## src/rtl/fetch_stage.sv

```systemverilog
// fetch_stage: instruction fetch front end.
//
// Owns the program counter and issues in-order requests to instruction memory
// over a valid/ready handshake. Returned words are buffered with their PCs in a
// first-word-fall-through FIFO that feeds decode. A redirect reloads the PC,
// flushes the buffer and marks every outstanding response for discard.
//
// Parameters:
//   RESET_PC  PC loaded on reset
//   DEPTH     buffer entries (2, 4 or 8); >= 3 sustains one instruction/cycle
//
// Ports:
//   clk, rst              clock, asynchronous active-low reset
//   Redirect, Redirect_PC new fetch target (bits [1:0] ignored)
//   Imem_Req_*            request channel (valid/ready, address = PC)
//   Imem_Resp_*           in-order response channel, never back-pressured
//   Instr_Valid/Ready     buffer head handshake towards decode
//   Instr, Instr_PC       head instruction word and its PC (0 when empty)
module fetch_stage #(
    parameter logic [31:0] RESET_PC = 32'h0000_0000,
    parameter int unsigned DEPTH    = 4
) (
    input  logic        clk,
    input  logic        rst,
    input  logic        Redirect,
    input  logic [31:0] Redirect_PC,
    output logic        Imem_Req_Valid,
    input  logic        Imem_Req_Ready,
    output logic [31:0] Imem_Addr,
    input  logic        Imem_Resp_Valid,
    input  logic [31:0] Imem_Resp_Data,
    output logic        Instr_Valid,
    input  logic        Instr_Ready,
    output logic [31:0] Instr,
    output logic [31:0] Instr_PC
);

    localparam int unsigned PW = (DEPTH > 1) ? $clog2(DEPTH) : 1;
    localparam int unsigned CW = $clog2(DEPTH + 1);
    localparam logic [CW+1:0] DepthW = DEPTH[CW+1:0];
    localparam logic [CW-1:0] DepthC = DEPTH[CW-1:0];

    logic [31:0]   pc_q, pc_d;
    logic [31:0]   resp_pc_q, resp_pc_d;
    logic [PW-1:0] wr_ptr_q, wr_ptr_d;
    logic [PW-1:0] rd_ptr_q, rd_ptr_d;
    logic [CW-1:0] count_q, count_d;
    logic [CW-1:0] inflight_q, inflight_d;
    logic [CW-1:0] drop_q, drop_d;

    logic [31:0]   data_mem_q [DEPTH];
    logic [31:0]   pc_mem_q   [DEPTH];

    logic [CW+1:0] credit_used;
    logic          req_fire;
    logic          do_pop;
    logic          resp_drop;
    logic          resp_keep;
    logic          push;

    // Every slot that is buffered, in flight or owed a discard holds one credit.
    assign credit_used = {2'b00, count_q} + {2'b00, inflight_q} + {2'b00, drop_q};

    assign Imem_Req_Valid = rst & ~Redirect & (credit_used < DepthW);
    assign Imem_Addr      = pc_q;
    assign Instr_Valid    = (count_q != '0);
    assign Instr          = Instr_Valid ? data_mem_q[rd_ptr_q] : 32'h0;
    assign Instr_PC       = Instr_Valid ? pc_mem_q[rd_ptr_q] : 32'h0;

    assign req_fire  = Imem_Req_Valid & Imem_Req_Ready;
    assign do_pop    = Instr_Valid & Instr_Ready;
    assign resp_drop = Imem_Resp_Valid & (drop_q != '0);
    assign resp_keep = Imem_Resp_Valid & (drop_q == '0);

    always_comb begin
        pc_d       = pc_q;
        resp_pc_d  = resp_pc_q;
        wr_ptr_d   = wr_ptr_q;
        rd_ptr_d   = rd_ptr_q;
        count_d    = count_q;
        inflight_d = inflight_q;
        drop_d     = drop_q;
        push       = 1'b0;

        if (Redirect) begin
            pc_d       = {Redirect_PC[31:2], 2'b00};
            resp_pc_d  = {Redirect_PC[31:2], 2'b00};
            wr_ptr_d   = '0;
            rd_ptr_d   = '0;
            count_d    = '0;
            inflight_d = '0;
            // Everything still outstanding after this edge must be discarded; a
            // response landing this cycle is thrown away and retires its slot.
            drop_d     = drop_q + inflight_q - CW'(Imem_Resp_Valid);
        end else begin
            if (req_fire) begin
                pc_d = pc_q + 32'd4;
            end
            if (resp_drop) begin
                drop_d = drop_q - CW'(1);
            end
            if (resp_keep) begin
                push      = 1'b1;
                resp_pc_d = resp_pc_q + 32'd4;
                wr_ptr_d  = wr_ptr_q + PW'(1);
            end
            if (do_pop) begin
                rd_ptr_d = rd_ptr_q + PW'(1);
            end
            unique case ({push, do_pop})
                2'b10:   count_d = count_q + CW'(1);
                2'b01:   count_d = count_q - CW'(1);
                default: count_d = count_q;
            endcase
            inflight_d = inflight_q + CW'(req_fire) - CW'(resp_keep);
        end
    end

    always_ff @(posedge clk or negedge rst) begin
        if (!rst) begin
            pc_q       <= RESET_PC;
            resp_pc_q  <= RESET_PC;
            wr_ptr_q   <= '0;
            rd_ptr_q   <= '0;
            count_q    <= '0;
            inflight_q <= '0;
            drop_q     <= '0;
        end else begin
            pc_q       <= pc_d;
            resp_pc_q  <= resp_pc_d;
            wr_ptr_q   <= wr_ptr_d;
            rd_ptr_q   <= rd_ptr_d;
            count_q    <= count_d;
            inflight_q <= inflight_d;
            drop_q     <= drop_d;
        end
    end

    // Storage needs no reset: entries are only visible while count_q covers them.
    always_ff @(posedge clk) begin
        if (push) begin
            data_mem_q[wr_ptr_q] <= Imem_Resp_Data;
            pc_mem_q[wr_ptr_q]   <= resp_pc_q;
        end
    end

`ifndef SYNTHESIS
    // The credit rule guarantees room for every kept response.
    property p_no_overflow;
        @(posedge clk) disable iff (!rst)
            !(!Redirect && resp_keep && (count_q == DepthC) && !do_pop);
    endproperty
    a_no_overflow : assert property (p_no_overflow)
        else $error("fetch_stage: response pushed into full buffer");
`endif

endmodule

```

## config.mk

```make
export PLATFORM = sky130hd
export DESIGN_NAME = fetch_stage
export DESIGN_NICKNAME = d
export VERILOG_FILES = /design/src/rtl/fetch_stage.sv
export SDC_FILE = /design/constraint.sdc
export NUM_CORES = 1
export LEC_CHECK = 0
export ABC_AREA = 1
export CAP_MARGIN = 20
export CORE_AREA = 2 2 210 212
export CTS_CLUSTER_SIZE = 14
export DETAILED_ROUTE_END_ITERATION = 10
export DIE_AREA = 0 0 212 214
export PLACE_DENSITY = 0.6
export SLEW_MARGIN = 25
export SYNTH_ARGS = -nofsm -noshare
export SYNTH_HDL_FRONTEND = slang
export SYNTH_SLANG_ARGS = --single-unit
```

## constraint.sdc

```tcl
create_clock -name clk -period 9.2 [get_ports clk]
set_clock_uncertainty 0.05 [all_clocks]
set_input_delay 1.84 -clock clk [delete_from_list [all_inputs] [get_ports clk]]
set_output_delay 1.84 -clock clk [all_outputs]
set_load 0.01 [all_outputs]
```

; Word level (Yosys, flattened, before mapping)
; Memory sizes are Yosys's and may differ from the RTL's.
; Cells that the tools add are included.
; W data, S select, Z words.
[totals]
reg_bits = 77
ram_bits = 256
out_inout_bits = 98
wordCells = 60
mem_count = 2
[mem_list]
columns = memory, words, width, rd, rd_ports_with_merged_regs, wr, line
row1 = data_mem_q, 4, 32, 1, 0, 1, 51  ; logic [31:0] data_mem_q [DEPTH];
row2 = pc_mem_q, 4, 32, 1, 0, 1, 52  ; logic [31:0] pc_mem_q [DEPTH];
[op_classes]
add_sub_neg = 13
n_lt_le_gt_ge = 1
n_eq_ne = 2
n_mux = 20
bitwise_logic = 7
reduce_logical = 8
[op_table]
columns = operator, n
row1 = $mux W32, 6
row2 = $add A32 B3 Y32 const B, 2
row3 = $mux W3, 4
row4 = $reduce_bool A3 Y1, 3
row5 = $mux W2, 4
row6 = $reduce_bool A2 Y1, 4
row7 = $and A1 B1 Y1, 6
row8 = $pmux W3 S2, 1
row9 = $sub A3 B1 Y3, 2
row10 = $sub A3 B1 Y3 const B, 2
row11 = $add A4 B3 Y5, 1
row12 = $lt A5 B3 Y1 const B, 1
row13 = $mux W1, 5
row14 = $add A2 B1 Y2 const B, 2
row15 = $add A3 B3 Y4, 1
row16 = $add A3 B1 Y3, 1
row17 = $add A3 B1 Y3 const B, 1
row18 = $add A3 B3 Y3, 1
row19 = $logic_not A3 Y1, 1
row20 = $eq A2 B1 Y1 const B, 1
row21 = $eq A2 B2 Y1 const B, 1
row22 = $not A1 Y1, 1

; Logic depth before layout (Yosys ltp)
[depth]
depth_word = 8
depth_mapped = 17
ltp_nobuf = 16

; Least setup slack after synthesis
; No wires, ideal clock.
[synth_timing]
kind = in2reg
startpoint = input Redirect
endpoint = memory data_mem_q[0][0] (enable)
setup_ns = 0.482
arrival_ns = 5.022
required_ns = 8.668
path_slack_ns = 3.646
stages = 5
path_buffers = 2
cell_sequence = buf_2 nor2_1 inv_1 clkbuf_1 nor2_1
[synth_between]
elab_chain_cells = 3
[synth_rtl]
columns = element, line
row1 = "start, declared", 25  ; input logic Redirect,
row2 = $mux W1, 85  ; if (Redirect) begin
row3 = $mux W1, 141  ; if (push) begin
row4 = $mux W1 (not written as such), 142  ; data_mem_q[wr_ptr_q] <= Imem_Resp_Data;
row5 = "end, declared", 51
; Every way passes these cells.

; Final worst setup path
[layout_timing]
startpoint = input Redirect
endpoint = output Imem_Req_Valid
[layout_between]
elab_chain_cells = 3
[layout_rtl]
columns = element, line
row1 = $not A1 Y1, 64  ; assign Imem_Req_Valid = rst & ~Redirect & (credit_used < DepthW);
row2 = $and A1 B1 Y1 (2 in series), 64
row3 = "end, declared", 27  ; output logic Imem_Req_Valid,
; Every way passes these cells.

==> metrics.txt <==
outcome finished, final reports clean; synth unique cells 37; via count 11200; pwr/cell area 263 nW/um2; Worst Setup End Kind output pin; crit-path leading delay family buffers and inverters; FF-to-FF Start drop_q[0]; Initial Util 34.8%; unrepaired setup endpoints after global routing no; Post-synth EDFFs 248; Setup Viol. Count Final 0; crit-path cells clkdlybuf4s50_1 > buf_4 > clkinv_2 > nand2_2 > a211oi_4 > nand2_2 > inv_1 > clkdlybuf4s50_1; mux share of post-synthesis cell area 0%; share of layout cells above drive strength 1 5.34%; dominant cells by area after synthesis edfxtp_1 (50%), dfrtp_1 (12%), nor2_1 (8.7%); Critical Setup Path Class in -> out; Synth Area in Compound Gates 8.91%; crit path max fanout 47; GRT busiest layer met2; slew margin rel. 34.1%; r2r worst-path depth 8; most instantiated library cell after synthesis nor2_1; Seq cells post-synth 321; worst hold slack 0.489 ns; Final Hold Viols 0; post_cts resized 0; first-pass GRT wire length 59800 um; Nets 1788; Core Footprint 42900 um2; Ys Warns 0; TritonRoute pass-1 iters 6; R2R Setup Slk 5.48 ns; total negative slack 0 ns; TritonCTS buffer count 36; width of the die 212 um; ANT nets after route 0; most common library cells after synthesis nor2_1 (346), nand2_1 (309), edfxtp_1 (248); Synth Area per Inst 9.61 um2; CP max-delay cell clkinv_2; initial drt markers 935; Worst-Margin Slew 0.987 ns; largest net degree at the start of global routing 67; LEAKAGE 6.70 nW; I/O pins 168; reg2reg end pc_mem_q[3][26]; root buffer cell clkbuf_16; Post-Syn Area 14900 um2; WHS Endpoint pc_mem_q[2][31]; vias in the first global route 10800; Die Height 214 um; Max Clk Rate 159 MHz; share of flip-flops with an asynchronous set or reset 22.7%; CTS HTree Levels 2; initial antenna violation count 0; Site Rows 76; hold path startpoint resp_pc_q[31]; Vias/cell 4.84; Pins Over Slew Limit 0; Max-Cap Viols 0; largest family of logic cells by synthesized area simple AND/OR/NAND/NOR gates; post-synthesis cell count 1551; clock sink count 321; M2 GR Usage 26.9%; simple-gate portion of the synthesized area 20.8%; Data required, critical path 7.31 ns; min-delay worst type reg -> reg; crit path time final 6.29 ns; most used flip-flop cell after synthesis edfxtp_1; Antenna diodes 0; Max Buffers Root-to-Sink 3; Post CTS Setup Buffer Count 0; Post-Synth XOR/XNOR Area 1.53%; IO buf count 161; Routed WL per cell 16.8 um; clock slew at reported path FFs 0.06 ns; Synth Area in Adders 2.07%; met1 usage 23.9%; CTS tree done; DR DRC count 0; RePlAce Congestion 0.872; worst-skew pair later-pin latency 0.52 ns; Area growth syn-to-layout 22.1%; CP startpoint kind input pin; grt met3 use 2.54%; hold buffer count at CTS 0; Total GRT Usage 16.8%; Die ar. 45400 um2; Seq/Total Area, Yosys 62.2%; GRT Residual Overflow 0; CP max stage delay 0.67 ns; Buf/Inv on CP 5; cell accounting for the most synthesized area edfxtp_1; Layout Utilization 42.4%; Worst Hold Depth 0; WP data arrival 4.40 ns; DRT Wirelength 38900 um; top-area cell type share of the netlist area 50.0%; HPWL after detailed placement 24200 um; final period utilization 68.4%; Peak VDD IR 0.146 mV
==> routing by layer <==
metal	part of all wire (%)	vias to the layer above
met4	2.3	0
li1	-	5470
met2	46	350
met3	6.4	58
met5	0	-
met1	46	5288
==> logic make-up after synthesis <==
group           after synthesis
xor+xnor                     26
fa+ha+maj                    21
buf+inv                     163
simple gates                764
flops                       321
other cells                   1
compound gates              255
==> sequential cells by signal (all words and copies together), names as in the netlist <==
register and count:
Imem_Addr 30, count_q 3, data_mem_q 128, drop_q 3
inflight_q 3, pc_mem_q 120, rd_ptr_q 2, resp_pc_q 30
wr_ptr_q 2
==> worst register-to-register path, delay by kind of cell, from the launching register on <==
| family | cells | cell delay [ns] |
|---|---|---|
| buf+inv | 3 | 1.45 |
| simple gates | 3 | 1.05 |
| flops | 1 | 0.41 |
| fa+ha+maj | 2 | 0.31 |
==> report_power, final <==
group	internal [W]	switching (W)	total, W
logic	0.000667	0.000866	0.00153
registers	0.00170	0.000180	0.00188
clock network	0.000812	0.000559	0.00137
==> worst max path at each step <==
stage                         from          endpoint  slack, ns  cells after the start
final                     Redirect    Imem_Req_Valid       2.91                      8
after global routing      Redirect    Imem_Req_Valid       2.74                      8
after CTS                 Redirect    Imem_Req_Valid       2.88                      8
after detailed placement  Redirect    Imem_Req_Valid       2.88                      8
after global placement    Redirect    Imem_Req_Valid       2.90                      8
after floorplan           Redirect  data_mem_q[0][0]       3.65                      5
==> through the flow <==
step | instance area, um2 | setup WS [ns] | instances | total power, W
after CTS | 18200 | 2.88 | 2308 | 0.00484
after global routing | 18200 | 2.74 | 2308 | 0.00505
final | 18200 | 2.91 | 2308 | 0.00478
after floorplan | 14900 | 3.65 | 1554 | 0.00269
after global placement | 17100 | 2.90 | 2244 | 0.00343
after detailed placement | 17100 | 2.88 | 2244 | 0.00346
==> cell usage in the layout, fill, tap and decap left out, drive strengths merged, types with 14 or more instances in the layout <==
cell type,instances
inv,95
dfrtp,73
xor2,20
o21ai,170
clkbuf,48
clkdlybuf4s50,160
edfxtp,248
nor2,357
nand3b,14
nand3,68
nand2,315
ha,15
a21oi,71
==> final cells by class <==
type | instances | area (um2)
fill | 4085 | 24700
sequential | 321 | 9280
multi-input combinational | 1070 | 5010
timing repair buffer | 173 | 1700
clock buffer | 48 | 946
tap | 585 | 732
inverter | 95 | 359
clock inverter | 16 | 179
No activity file was read; power rests on OpenSTA's default activity.
